[src/rtl/red_pitaya_pid_pkg.sv]
// Shared constants and helpers for the parametrised PID controller family.
package red_pitaya_pid_pkg;

  // Default widths and fixed-point shifts.
  localparam int DW_DEF  = 14;
  localparam int GW_DEF  = 14;
  localparam int IW_DEF  = 32;
  localparam int PSR_DEF = 12;
  localparam int ISR_DEF = 18;
  localparam int DSR_DEF = 10;

  // Bit positions inside the {lo_clamped, hi_clamped} status word.
  localparam int SAT_HI_BIT = 0;
  localparam int SAT_LO_BIT = 1;

  // Clamp a signed value to the range representable in w bits (w <= 63).
  function automatic logic signed [63:0] sat_to_width(input logic signed [63:0] v,
                                                      input int unsigned        w);
    logic signed [63:0] hi_lim;
    logic signed [63:0] lo_lim;
    hi_lim = (64'sd1 <<< (w - 1)) - 64'sd1;
    lo_lim = -hi_lim - 64'sd1;
    if (v > hi_lim)      return hi_lim;
    else if (v < lo_lim) return lo_lim;
    else                 return v;
  endfunction

endpackage

[src/rtl/red_pitaya_pid_lim_if.sv]
// Sample stream and settings bundle for one PID channel.
interface red_pitaya_pid_lim_if #(
  parameter int DW = 14,
  parameter int GW = 14
);
  logic signed [DW-1:0] dat_i;
  logic                 dat_vld_i;
  logic signed [DW-1:0] dat_o;
  logic                 dat_vld_o;
  logic signed [DW-1:0] set_sp_i;
  logic signed [GW-1:0] set_kp_i;
  logic signed [GW-1:0] set_ki_i;
  logic signed [GW-1:0] set_kd_i;
  logic signed [DW-1:0] set_lim_hi_i;
  logic signed [DW-1:0] set_lim_lo_i;
  logic                 set_inv_i;
  logic                 int_rst_i;
  logic                 int_hold_i;
  logic [1:0]           sat_o;
  logic                 int_sat_o;

  // Controller side.
  modport slave (
    input  dat_i, dat_vld_i, set_sp_i, set_kp_i, set_ki_i, set_kd_i,
           set_lim_hi_i, set_lim_lo_i, set_inv_i, int_rst_i, int_hold_i,
    output dat_o, dat_vld_o, sat_o, int_sat_o
  );

  // Register bank / stimulus side.
  modport master (
    output dat_i, dat_vld_i, set_sp_i, set_kp_i, set_ki_i, set_kd_i,
           set_lim_hi_i, set_lim_lo_i, set_inv_i, int_rst_i, int_hold_i,
    input  dat_o, dat_vld_o, sat_o, int_sat_o
  );
endinterface

[src/rtl/red_pitaya_pid_clamp.sv]
// Signed two-limit clamp with flags; upper limit wins when limits cross.
module red_pitaya_pid_clamp #(
  parameter int W  = 34,
  parameter int OW = 14
) (
  input  logic signed [W-1:0]  val_i,
  input  logic signed [OW-1:0] hi_i,
  input  logic signed [OW-1:0] lo_i,
  output logic signed [OW-1:0] val_o,
  output logic                 hi_o,
  output logic                 lo_o
);
  logic signed [W-1:0] hi_ext;
  logic signed [W-1:0] lo_ext;

  // Compare at full width, then narrow only the in-range value.
  always_comb begin
    // NOTE: every output gets a default before the ifs so no latch is inferred.
    hi_ext = W'(hi_i);
    lo_ext = W'(lo_i);
    val_o  = OW'(val_i);
    hi_o   = 1'b0;
    lo_o   = 1'b0;
    if (val_i > hi_ext) begin
      val_o = hi_i;
      hi_o  = 1'b1;
    end else if (val_i < lo_ext) begin
      val_o = lo_i;
      lo_o  = 1'b1;
    end
  end
endmodule

[src/rtl/red_pitaya_pid_lim.sv]
// Four-stage pipelined PID with output limits, anti-windup and integrator control.
module red_pitaya_pid_lim import red_pitaya_pid_pkg::*; #(
  parameter int DW  = DW_DEF,
  parameter int GW  = GW_DEF,
  parameter int IW  = IW_DEF,
  parameter int PSR = PSR_DEF,
  parameter int ISR = ISR_DEF,
  parameter int DSR = DSR_DEF
) (
  input logic              clk_i,
  input logic              rstn_i,
  red_pitaya_pid_lim_if.slave bus
);
  localparam int EW  = DW + 1;       // error width
  localparam int PW  = DW + GW + 1;  // product width
  localparam int DDW = PW + 1;       // derivative difference width
  localparam int IW1 = IW + 1;       // integrator pre-saturation width
  localparam int SW  = IW + 2;       // output sum width
  localparam logic signed [EW-1:0] ERR_MAX = {1'b0, {DW{1'b1}}};
  localparam logic signed [EW-1:0] ERR_MIN = {1'b1, {DW{1'b0}}};

  // Pipeline state.
  logic                  vld1_d, vld1_q, vld2_d, vld2_q, vld3_d, vld3_q, vld4_d, vld4_q;
  logic signed [EW-1:0]  err_d, err_q;
  logic signed [PW-1:0]  kp_prod_d, kp_prod_q, ki_prod_d, ki_prod_q, kd_prod_d, kd_prod_q;
  logic signed [PW-1:0]  p_d, p_q, kd_prev_d, kd_prev_q;
  logic signed [DDW-1:0] d_d, d_q;
  logic signed [IW-1:0]  integ_d, integ_q;
  logic                  int_sat_d, int_sat_q;
  logic signed [DW-1:0]  dat_d, dat_q;
  logic [1:0]            sat_d, sat_q;

  // Combinational intermediates.
  logic signed [EW-1:0]  err_raw;
  logic signed [DDW-1:0] d_full;
  logic signed [IW1-1:0] int_sum;
  logic signed [63:0]    int_clamped;
  logic                  windup;
  logic signed [IW-1:0]  int_shr;
  logic signed [SW-1:0]  sum;
  logic signed [DW-1:0]  clamp_val;
  logic                  clamp_hi, clamp_lo;

  red_pitaya_pid_clamp #(.W(SW), .OW(DW)) u_clamp (
    .val_i (sum),
    .hi_i  (bus.set_lim_hi_i),
    .lo_i  (bus.set_lim_lo_i),
    .val_o (clamp_val),
    .hi_o  (clamp_hi),
    .lo_o  (clamp_lo)
  );

  // Next-state for all four stages; state only advances on valid samples.
  always_comb begin
    // S1: error, optionally negated with saturation of the one unrepresentable case.
    vld1_d  = bus.dat_vld_i;
    err_raw = EW'(bus.set_sp_i) - EW'(bus.dat_i);
    if (bus.set_inv_i) err_d = (err_raw == ERR_MIN) ? ERR_MAX : -err_raw;
    else               err_d = err_raw;

    // S2: gain products.
    vld2_d    = vld1_q;
    kp_prod_d = PW'(err_q) * PW'(bus.set_kp_i);
    ki_prod_d = PW'(err_q) * PW'(bus.set_ki_i);
    kd_prod_d = PW'(err_q) * PW'(bus.set_kd_i);

    // S3: P, D and integrator; anti-windup looks at the flags of the current output.
    vld3_d      = vld2_q;
    p_d         = p_q;
    d_d         = d_q;
    integ_d     = integ_q;
    kd_prev_d   = kd_prev_q;
    int_sat_d   = int_sat_q;
    d_full      = DDW'(kd_prod_q) - DDW'(kd_prev_q);
    int_sum     = IW1'(integ_q) + IW1'(ki_prod_q);
    int_clamped = sat_to_width(64'(int_sum), IW);
    windup      = (sat_q[SAT_HI_BIT] && !ki_prod_q[PW-1] && (ki_prod_q != '0)) ||
                  (sat_q[SAT_LO_BIT] &&  ki_prod_q[PW-1]);
    if (vld2_q) begin
      p_d       = kp_prod_q >>> PSR;
      d_d       = d_full >>> DSR;
      kd_prev_d = kd_prod_q;
      if (bus.int_rst_i) begin
        integ_d   = '0;
        kd_prev_d = '0;
        int_sat_d = 1'b0;
      end else if (!(bus.int_hold_i || windup)) begin
        integ_d   = IW'(int_clamped);
        int_sat_d = (int_clamped != 64'(int_sum));
      end
    end

    // S4: sum and output limit; output holds between strobes.
    vld4_d  = vld3_q;
    int_shr = integ_q >>> ISR;
    sum     = SW'(p_q) + SW'(int_shr) + SW'(d_q);
    dat_d   = dat_q;
    sat_d   = sat_q;
    if (vld3_q) begin
      dat_d             = clamp_val;
      sat_d[SAT_HI_BIT] = clamp_hi;
      sat_d[SAT_LO_BIT] = clamp_lo;
    end
  end

  // Pipeline registers; reset discards every in-flight sample and all history.
  always_ff @(posedge clk_i or negedge rstn_i) begin
    // NOTE: sequential state uses <= so all stages see pre-edge values of each other.
    if (!rstn_i) begin
      vld1_q    <= 1'b0;
      vld2_q    <= 1'b0;
      vld3_q    <= 1'b0;
      vld4_q    <= 1'b0;
      err_q     <= '0;
      kp_prod_q <= '0;
      ki_prod_q <= '0;
      kd_prod_q <= '0;
      p_q       <= '0;
      d_q       <= '0;
      integ_q   <= '0;
      kd_prev_q <= '0;
      int_sat_q <= 1'b0;
      dat_q     <= '0;
      sat_q     <= '0;
    end else begin
      vld1_q    <= vld1_d;
      vld2_q    <= vld2_d;
      vld3_q    <= vld3_d;
      vld4_q    <= vld4_d;
      err_q     <= err_d;
      kp_prod_q <= kp_prod_d;
      ki_prod_q <= ki_prod_d;
      kd_prod_q <= kd_prod_d;
      p_q       <= p_d;
      d_q       <= d_d;
      integ_q   <= integ_d;
      kd_prev_q <= kd_prev_d;
      int_sat_q <= int_sat_d;
      dat_q     <= dat_d;
      sat_q     <= sat_d;
    end
  end

  assign bus.dat_o     = dat_q;
  assign bus.dat_vld_o = vld4_q;
  assign bus.sat_o     = sat_q;
  assign bus.int_sat_o = int_sat_q;
endmodule

[src/flat_wrapper.sv]
// flat-port wrapper written by rule: the top's interface ports become plain ports
module red_pitaya_pid_lim_flat import red_pitaya_pid_pkg::*;
#(
  parameter int DW  = DW_DEF,
  parameter int GW  = GW_DEF,
  parameter int IW  = IW_DEF,
  parameter int PSR = PSR_DEF,
  parameter int ISR = ISR_DEF,
  parameter int DSR = DSR_DEF
)
  (clk_i, rstn_i, bus_dat_i, bus_dat_vld_i, bus_set_sp_i, bus_set_kp_i, bus_set_ki_i, bus_set_kd_i, bus_set_lim_hi_i, bus_set_lim_lo_i, bus_set_inv_i, bus_int_rst_i, bus_int_hold_i, bus_dat_o, bus_dat_vld_o, bus_sat_o, bus_int_sat_o);
  red_pitaya_pid_lim_if #(.DW(DW), .GW(GW)) bus_i ();
  input logic clk_i;
  input logic rstn_i;
  input wire logic [$bits(bus_i.dat_i)-1:0] bus_dat_i;
  input wire logic [$bits(bus_i.dat_vld_i)-1:0] bus_dat_vld_i;
  input wire logic [$bits(bus_i.set_sp_i)-1:0] bus_set_sp_i;
  input wire logic [$bits(bus_i.set_kp_i)-1:0] bus_set_kp_i;
  input wire logic [$bits(bus_i.set_ki_i)-1:0] bus_set_ki_i;
  input wire logic [$bits(bus_i.set_kd_i)-1:0] bus_set_kd_i;
  input wire logic [$bits(bus_i.set_lim_hi_i)-1:0] bus_set_lim_hi_i;
  input wire logic [$bits(bus_i.set_lim_lo_i)-1:0] bus_set_lim_lo_i;
  input wire logic [$bits(bus_i.set_inv_i)-1:0] bus_set_inv_i;
  input wire logic [$bits(bus_i.int_rst_i)-1:0] bus_int_rst_i;
  input wire logic [$bits(bus_i.int_hold_i)-1:0] bus_int_hold_i;
  output wire logic [$bits(bus_i.dat_o)-1:0] bus_dat_o;
  output wire logic [$bits(bus_i.dat_vld_o)-1:0] bus_dat_vld_o;
  output wire logic [$bits(bus_i.sat_o)-1:0] bus_sat_o;
  output wire logic [$bits(bus_i.int_sat_o)-1:0] bus_int_sat_o;
  assign bus_i.dat_i = bus_dat_i;
  assign bus_i.dat_vld_i = bus_dat_vld_i;
  assign bus_i.set_sp_i = bus_set_sp_i;
  assign bus_i.set_kp_i = bus_set_kp_i;
  assign bus_i.set_ki_i = bus_set_ki_i;
  assign bus_i.set_kd_i = bus_set_kd_i;
  assign bus_i.set_lim_hi_i = bus_set_lim_hi_i;
  assign bus_i.set_lim_lo_i = bus_set_lim_lo_i;
  assign bus_i.set_inv_i = bus_set_inv_i;
  assign bus_i.int_rst_i = bus_int_rst_i;
  assign bus_i.int_hold_i = bus_int_hold_i;
  assign bus_dat_o = bus_i.dat_o;
  assign bus_dat_vld_o = bus_i.dat_vld_o;
  assign bus_sat_o = bus_i.sat_o;
  assign bus_int_sat_o = bus_i.int_sat_o;
  red_pitaya_pid_lim #(.DW(DW), .GW(GW), .IW(IW), .PSR(PSR), .ISR(ISR), .DSR(DSR)) u_core (.clk_i(clk_i), .rstn_i(rstn_i), .bus(bus_i));
endmodule
[config.mk]
export PLATFORM = sky130hd
export DESIGN_NAME = red_pitaya_pid_lim_flat
export DESIGN_NICKNAME = d
export VERILOG_FILES = /design/src/rtl/red_pitaya_pid_pkg.sv /design/src/rtl/red_pitaya_pid_lim_if.sv /design/src/rtl/red_pitaya_pid_clamp.sv /design/src/rtl/red_pitaya_pid_lim.sv /design/src/flat_wrapper.sv
export SDC_FILE = /design/constraint.sdc
export NUM_CORES = 2
export LEC_CHECK = 0
export ABC_AREA = 0
export CAP_MARGIN = 20
export CORE_UTILIZATION = 45
export CTS_BUF_LIST = sky130_fd_sc_hd__clkbuf_8
export DETAILED_ROUTE_END_ITERATION = 7
export HOLD_SLACK_MARGIN = 0.06
export PLACE_DENSITY_LB_ADDON = 0.1
export SYNTH_ARGS = -nofsm -noshare
export SYNTH_HDL_FRONTEND = slang
export SYNTH_SLANG_ARGS = --single-unit
[constraint.sdc]
create_clock -name clk_i -period 5.8 [get_ports clk_i]
set_input_delay 1.16 -clock clk_i [delete_from_list [all_inputs] [get_ports clk_i]]
set_output_delay 1.16 -clock clk_i [all_outputs]
set_load 0.03 [all_outputs]
# After elaboration in Yosys (flattened, before gate mapping)
# Cells that the tools add are included.
dict set report totals {
  register_bits 221
  output_inout_bits 18
  inputBits 104
}
dict set report op_classes {
  mux 14
  n_lt_le_gt_ge 4
  n_reduce_logical 8
  mul 3
  add_sub_neg 6
  n_eq_ne 3
}
# cell n
set op_table {}
lappend op_table {{$mux W64} 2}
lappend op_table {{$mul A15 B14 Y29} 3}
lappend op_table {{$mux W32} 2}
lappend op_table {{$ne A64 B33 Y1} 1}
lappend op_table {{$add A32 B29 Y33} 1}
lappend op_table {{$gt A33 B32 Y1 const B} 1}
lappend op_table {{$lt A33 B32 Y1 const B} 1}
lappend op_table {{$mux W15} 2}
lappend op_table {{$sub A29 B29 Y30} 1}
lappend op_table {{$mux W29} 1}
lappend op_table {{$reduce_bool A29 Y1} 1}
lappend op_table {{$mux W14} 2}
lappend op_table {{$add A18 B20 Y21} 1}
lappend op_table {{$gt A21 B14 Y1} 1}
lappend op_table {{$lt A21 B14 Y1} 1}
lappend op_table {{$add A17 B14 Y18} 1}
lappend op_table {{$eq A15 B15 Y1 const B} 1}
lappend op_table {{$neg A15 Y15} 1}
lappend op_table {{$sub A14 B14 Y15} 1}
lappend op_table {{$mux W1} 5}
lappend op_table {{$logic_and A1 B1 Y1} 3}
lappend op_table {{$logic_or A1 B1 Y1} 2}
lappend op_table {{$ne A2 B2 Y1 const B} 1}
lappend op_table {{$reduce_and A2 Y1} 1}
lappend op_table {{$logic_not A1 Y1} 1}

# Longest topological paths before layout
dict set report logic_depth {
  depth_word 7
  depth_mapped 26
}

# Cells and area by module
# A second synthesis with hierarchy kept.
dict set report unflattened {
  hier_cells 3935
  hier_area_um2 37183.2
}
# mod area_per_inst_um2 cells_each instances seq_area_each_um2
set modules_own_cells {}
lappend modules_own_cells {red_pitaya_pid_lim 35247.6 3704 1 5230.0}
lappend modules_own_cells {red_pitaya_pid_clamp 1935.6 231 1 0.0}

# Worst setup path after synthesis
# No wires, ideal clock.
dict set report synth_path {
  path_type {in2reg}
  from {input bus_set_kp_i[2]}
  to {register u_core.kp_prod_q[27]}
  cell_stages 24
  n_path_buf 1
  path_slack_ns -1.005
  setup_ns 0.128
  t_arrival_ns 6.677
  path_cell_list {clkbuf_1 -> nand2_1 -> inv_1 -> fa_1 -> fa_1 -> inv_1 -> fa_1 -> inv_1 -> fa_1 -> fa_1 -> inv_1 -> fa_1 -> inv_1 -> ha_1 -> a21oi_1 -> nor2b_1 -> o21ai_0 -> nand2b_1 -> a21oi_1 -> inv_1 -> a41o_1 -> a211oi_1 -> o21bai_1 -> xor2_1}
}
dict set report synth_between {
  elab_chain_cells 1
}
# item line
set synth_rtl {}
lappend synth_rtl {{start, declared} flat_wrapper.sv:18} ;# input wire logic [$bits(bus_i.set_kp_i)-1:0] bus_set_kp_i;
lappend synth_rtl {{$mul A15 B14 Y29} red_pitaya_pid_lim.sv:63} ;# kp_prod_d = PW'(err_q) * PW'(bus.set_kp_i);
lappend synth_rtl {{net u_core.kp_prod_d[27]} red_pitaya_pid_lim.sv:25} ;# logic signed [PW-1:0] kp_prod_d, kp_prod_q, ki_prod_d, ki_prod_q, kd_prod_d, kd_prod_q;
lappend synth_rtl {{end signal, assigned} red_pitaya_pid_lim.sv:131} ;# kp_prod_q <= kp_prod_d;
lappend synth_rtl {{end, declared} red_pitaya_pid_lim.sv:25}
# The timed path passes the listed nets, and every way through them passes these cells.
# A chain may end at the register's enable or synchronous reset.

# Final worst setup path
dict set report layout_path {
  from {input bus_set_kd_i[2]}
  to {register u_core.kd_prod_q[28]}
}
dict set report layout_between {
  elab_chain_cells 1
}
# item line
set layout_rtl {}
lappend layout_rtl {{start, declared} flat_wrapper.sv:20} ;# input wire logic [$bits(bus_i.set_kd_i)-1:0] bus_set_kd_i;
lappend layout_rtl {{$mul A15 B14 Y29} red_pitaya_pid_lim.sv:65} ;# kd_prod_d = PW'(err_q) * PW'(bus.set_kd_i);
lappend layout_rtl {{net u_core.kd_prod_d[28]} red_pitaya_pid_lim.sv:25}
lappend layout_rtl {{end signal, assigned} red_pitaya_pid_lim.sv:133} ;# kd_prod_q <= kd_prod_d;
lappend layout_rtl {{end, declared} red_pitaya_pid_lim.sv:25}
# The timed path passes the listed nets, and every way through them passes these cells.

==> results.json <==
{
  "fill_cells": 7203,
  "dr.pass1.iters": 5,
  "clk_pin_slew_worst_paths_ns": 0.06,
  "arrival_ns": 6.80,
  "tritoncts": "built",
  "synthCells": 3887,
  "synth_cell_types": 80,
  "fin_skew_ns": 0.0247,
  "crit_required_ns": 6.30,
  "synth_seq_cells": 209,
  "seq_area_frac_synth": 0.143,
  "clockBufferDepth": 3,
  "drc_errors": 0,
  "yosysWarnings": 0,
  "vias_per_cell": 4.94,
  "drive_gt1_frac": 0.213,
  "numClockSinks": 209,
  "yosys.area.top_type_share": 0.352,
  "endpoint_kind": "register",
  "nets": 5513,
  "synth_area_um2": 36600,
  "syn_to_final_growth_pct": 24.5,
  "fp-row-count": 104,
  "maxSlewHeadroom": 0.352,
  "setup_viol_count_final": 35,
  "crit_path_start": "bus_set_kd_i[2]",
  "start_kind": "input pin",
  "start_util": 0.455,
  "min_path_type": "reg -> reg",
  "cts_htree_levels": 2,
  "wl_mm": 91.5,
  "synth.top_cells.by_area": "fa_1, dfrtp_1, ha_1, inv_1, and2_1",
  "grt_first_pass_wirelength_mm": 151,
  "clockRootBuffer": "clkbuf_8",
  "synth_fp_nets": 4973,
  "finalCritPeriodShare": 1.09,
  "cts_buffers": 41,
  "grt_pass1_vias": 29100,
  "tns_ns": -8.96,
  "core_um2": 80400,
  "synth_edf_count": 0,
  "hold_start": "u_core.vld1_q",
  "fin_crit_ns": 6.30,
  "layout_setup_ws_ns": -0.504,
  "gp_congestion": 0.847,
  "ys_async_sr_fraction": 1.00,
  "synth_flop_cell": "dfrtp_1",
  "routedWlPerCell_um": 16.6,
  "syn_avg_cell_area_um2": 9.40,
  "slew_viol_final": 0,
  "die_w_um": 287,
  "synth_top_area_cell": "fa_1",
  "crit_fanout": 4,
  "antenna_found_initial": 6,
  "drt_first_iter_violations": 1103,
  "io_pins": 122,
  "violations": "setup timing",
  "portBuffers": 121,
  "die_h_um": 287,
  "drv_cap": 0,
  "hold_buffers": 0,
  "num_vias": 27300,
  "fmax_ghz": 0.159,
  "gr-total-overflow": 0,
  "post-synth-top-count-cell": "inv_1",
  "hpwl_mm": 76.0,
  "outcome": "complete, but fails checks",
  "die-area_um2": 82400,
  "synth_commonest_cells": "inv_1, fa_1, nand2_1, ha_1, and2_1",
  "grt_max_degree": 102,
  "tightest_slew_ns": 0.968,
  "rsz0062_at_grt": "yes",
  "finalHoldViolCount": 0,
  "clock_latency_ns": 0.60,
  "r2r-start": "u_core.err_q[7]",
  "critPathKind": "in -> reg",
  "ant_nets": 0,
  "track_usage": 0.229
}
## logic make-up after synthesis
logic type                 Yosys count  share of synthesized area
AOI/OAI and AO/OA                  473                     0.0883
muxes                               62                     0.0187
adders and majority gates          983                      0.469
xor gates and xnor gates           168                     0.0403
and+or+nand+nor                   1027                      0.142
DFF                                209                      0.143
buffers and inverters              965                     0.0997
## metal layers
| layer | wire, um | track usage | part of all wire | up-vias |
|---|---|---|---|---|
| li1 | - | - | - | 13200 |
| met1 | 44000 | 0.330 | 0.48 | 13600 |
| met2 | 42700 | 0.379 | 0.47 | 434 |
| met3 | 3440 | 0.0236 | 0.038 | 77 |
| met4 | 1340 | 0.0363 | 0.015 | 2 |
| met5 | 11 | 0 | 0.00012 | - |
## per-stage QoR
step	cell area, um^2	worst slack [ns]	hold WS, ns	cells	util
6_report	45500	-0.504	0.467	5520	0.566
5_1_grt	45500	-0.690	0.494	5520	0.566
4_1_cts	44600	-0.589	0.482	5491	0.554
3_5_place_dp	42400	-1.79	0.463	5365	0.528
3_3_place_gp	42400	-1.70	0.460	5365	0.528
2_1_floorplan	36900	-0.816	0.331	3887	-
## final cells by class
class	instances	area (um^2)	area share
antenna	2	5.00	0.000110
clock buffer	51	702	0.0154
clock inverter	23	243	0.00533
inverter	825	3100	0.0682
multi-input combinational	2713	29100	0.640
sequential	209	5240	0.115
tap	1060	1330	0.0291
timing repair buffer	637	5760	0.127
## timing repair
item	in CTS	in global routing
setup buffers	52	36
pin swaps	171	153
cloned	3	2
gates resized for setup	284	214
setup endpoints to repair	56	61
## sequential cells by signal, summed over array words and instances (netlist names), 2 cells and up
name              flops
u_core.d_q           20
u_core.err_q         15
u_core.p_q           17
u_core.kp_prod_q     17
u_core.integ_q       32
u_core.bus.dat_o     14
u_core.ki_prod_q     29
u_core.kd_prod_q     29
u_core.bus.sat_o      2
u_core.kd_prev_q     29
## worst max-delay path: stages
cell     delay [ns]
buf_6          0.11
and2_4         0.13
fa_1           0.53
inv_1          0.05
fa_1           0.52
inv_2          0.04
fa_1           0.49
inv_1          0.04
fa_1           0.46
fa_1           0.49
inv_1          0.05
fa_1           0.47
ha_4           0.18
buf_4          0.13
nor4_1         0.32
a21oi_1        0.08
o31a_1         0.14
a221o_1        0.38
a211o_1        0.31
a31oi_4        0.17
o21ai_2        0.09
a41oi_2        0.17
a211o_1        0.16
xnor2_1        0.13
## path summary, 6_finish.rpt
kind | slack (ns) | depth (start not counted) | end
max | -0.50 | 24 | u_core.kd_prod_q[28]
min | 0.47 | 0 | u_core.vld2_q
max reg2reg | -0.48 | 25 | u_core.kd_prod_q[28]
min reg2reg | 0.47 | 0 | u_core.vld2_q
max in group asynchronous | 4.31 | 2 | u_core.err_q[4]
min in group asynchronous | 0.54 | 1 | u_core.integ_q[29]
## cell usage in the layout, fill, tap and decap left out, types with 16 or more instances in the layout
cell	count
nand4_1	18
ha_4	29
buf_6	57
fa_2	26
clkbuf_8	51
nand3_1	26
nand2_2	17
nor3_1	24
nor2b_1	18
o21a_1	23
xnor2_1	116
a221o_1	31
a21oi_2	27
o21ai_0	85
nand2b_1	44
and2_1	264
mux2_2	42
buf_4	425
a211oi_1	19
a21o_1	57
dfrtp_1	203
buf_12	34
ha_1	308
nand3b_1	31
inv_2	36
o21ai_1	19
clkdlybuf4s50_1	78
fa_1	617
nor2_1	98
mux2i_1	16
xor2_1	42
a21oi_1	74
nand2_1	361
and2_4	25
o21bai_1	17
inv_1	795
Power is left out: the tool's default activity adds up to more than one toggle a clock period on the data nets, which glitch-free logic cannot reach.
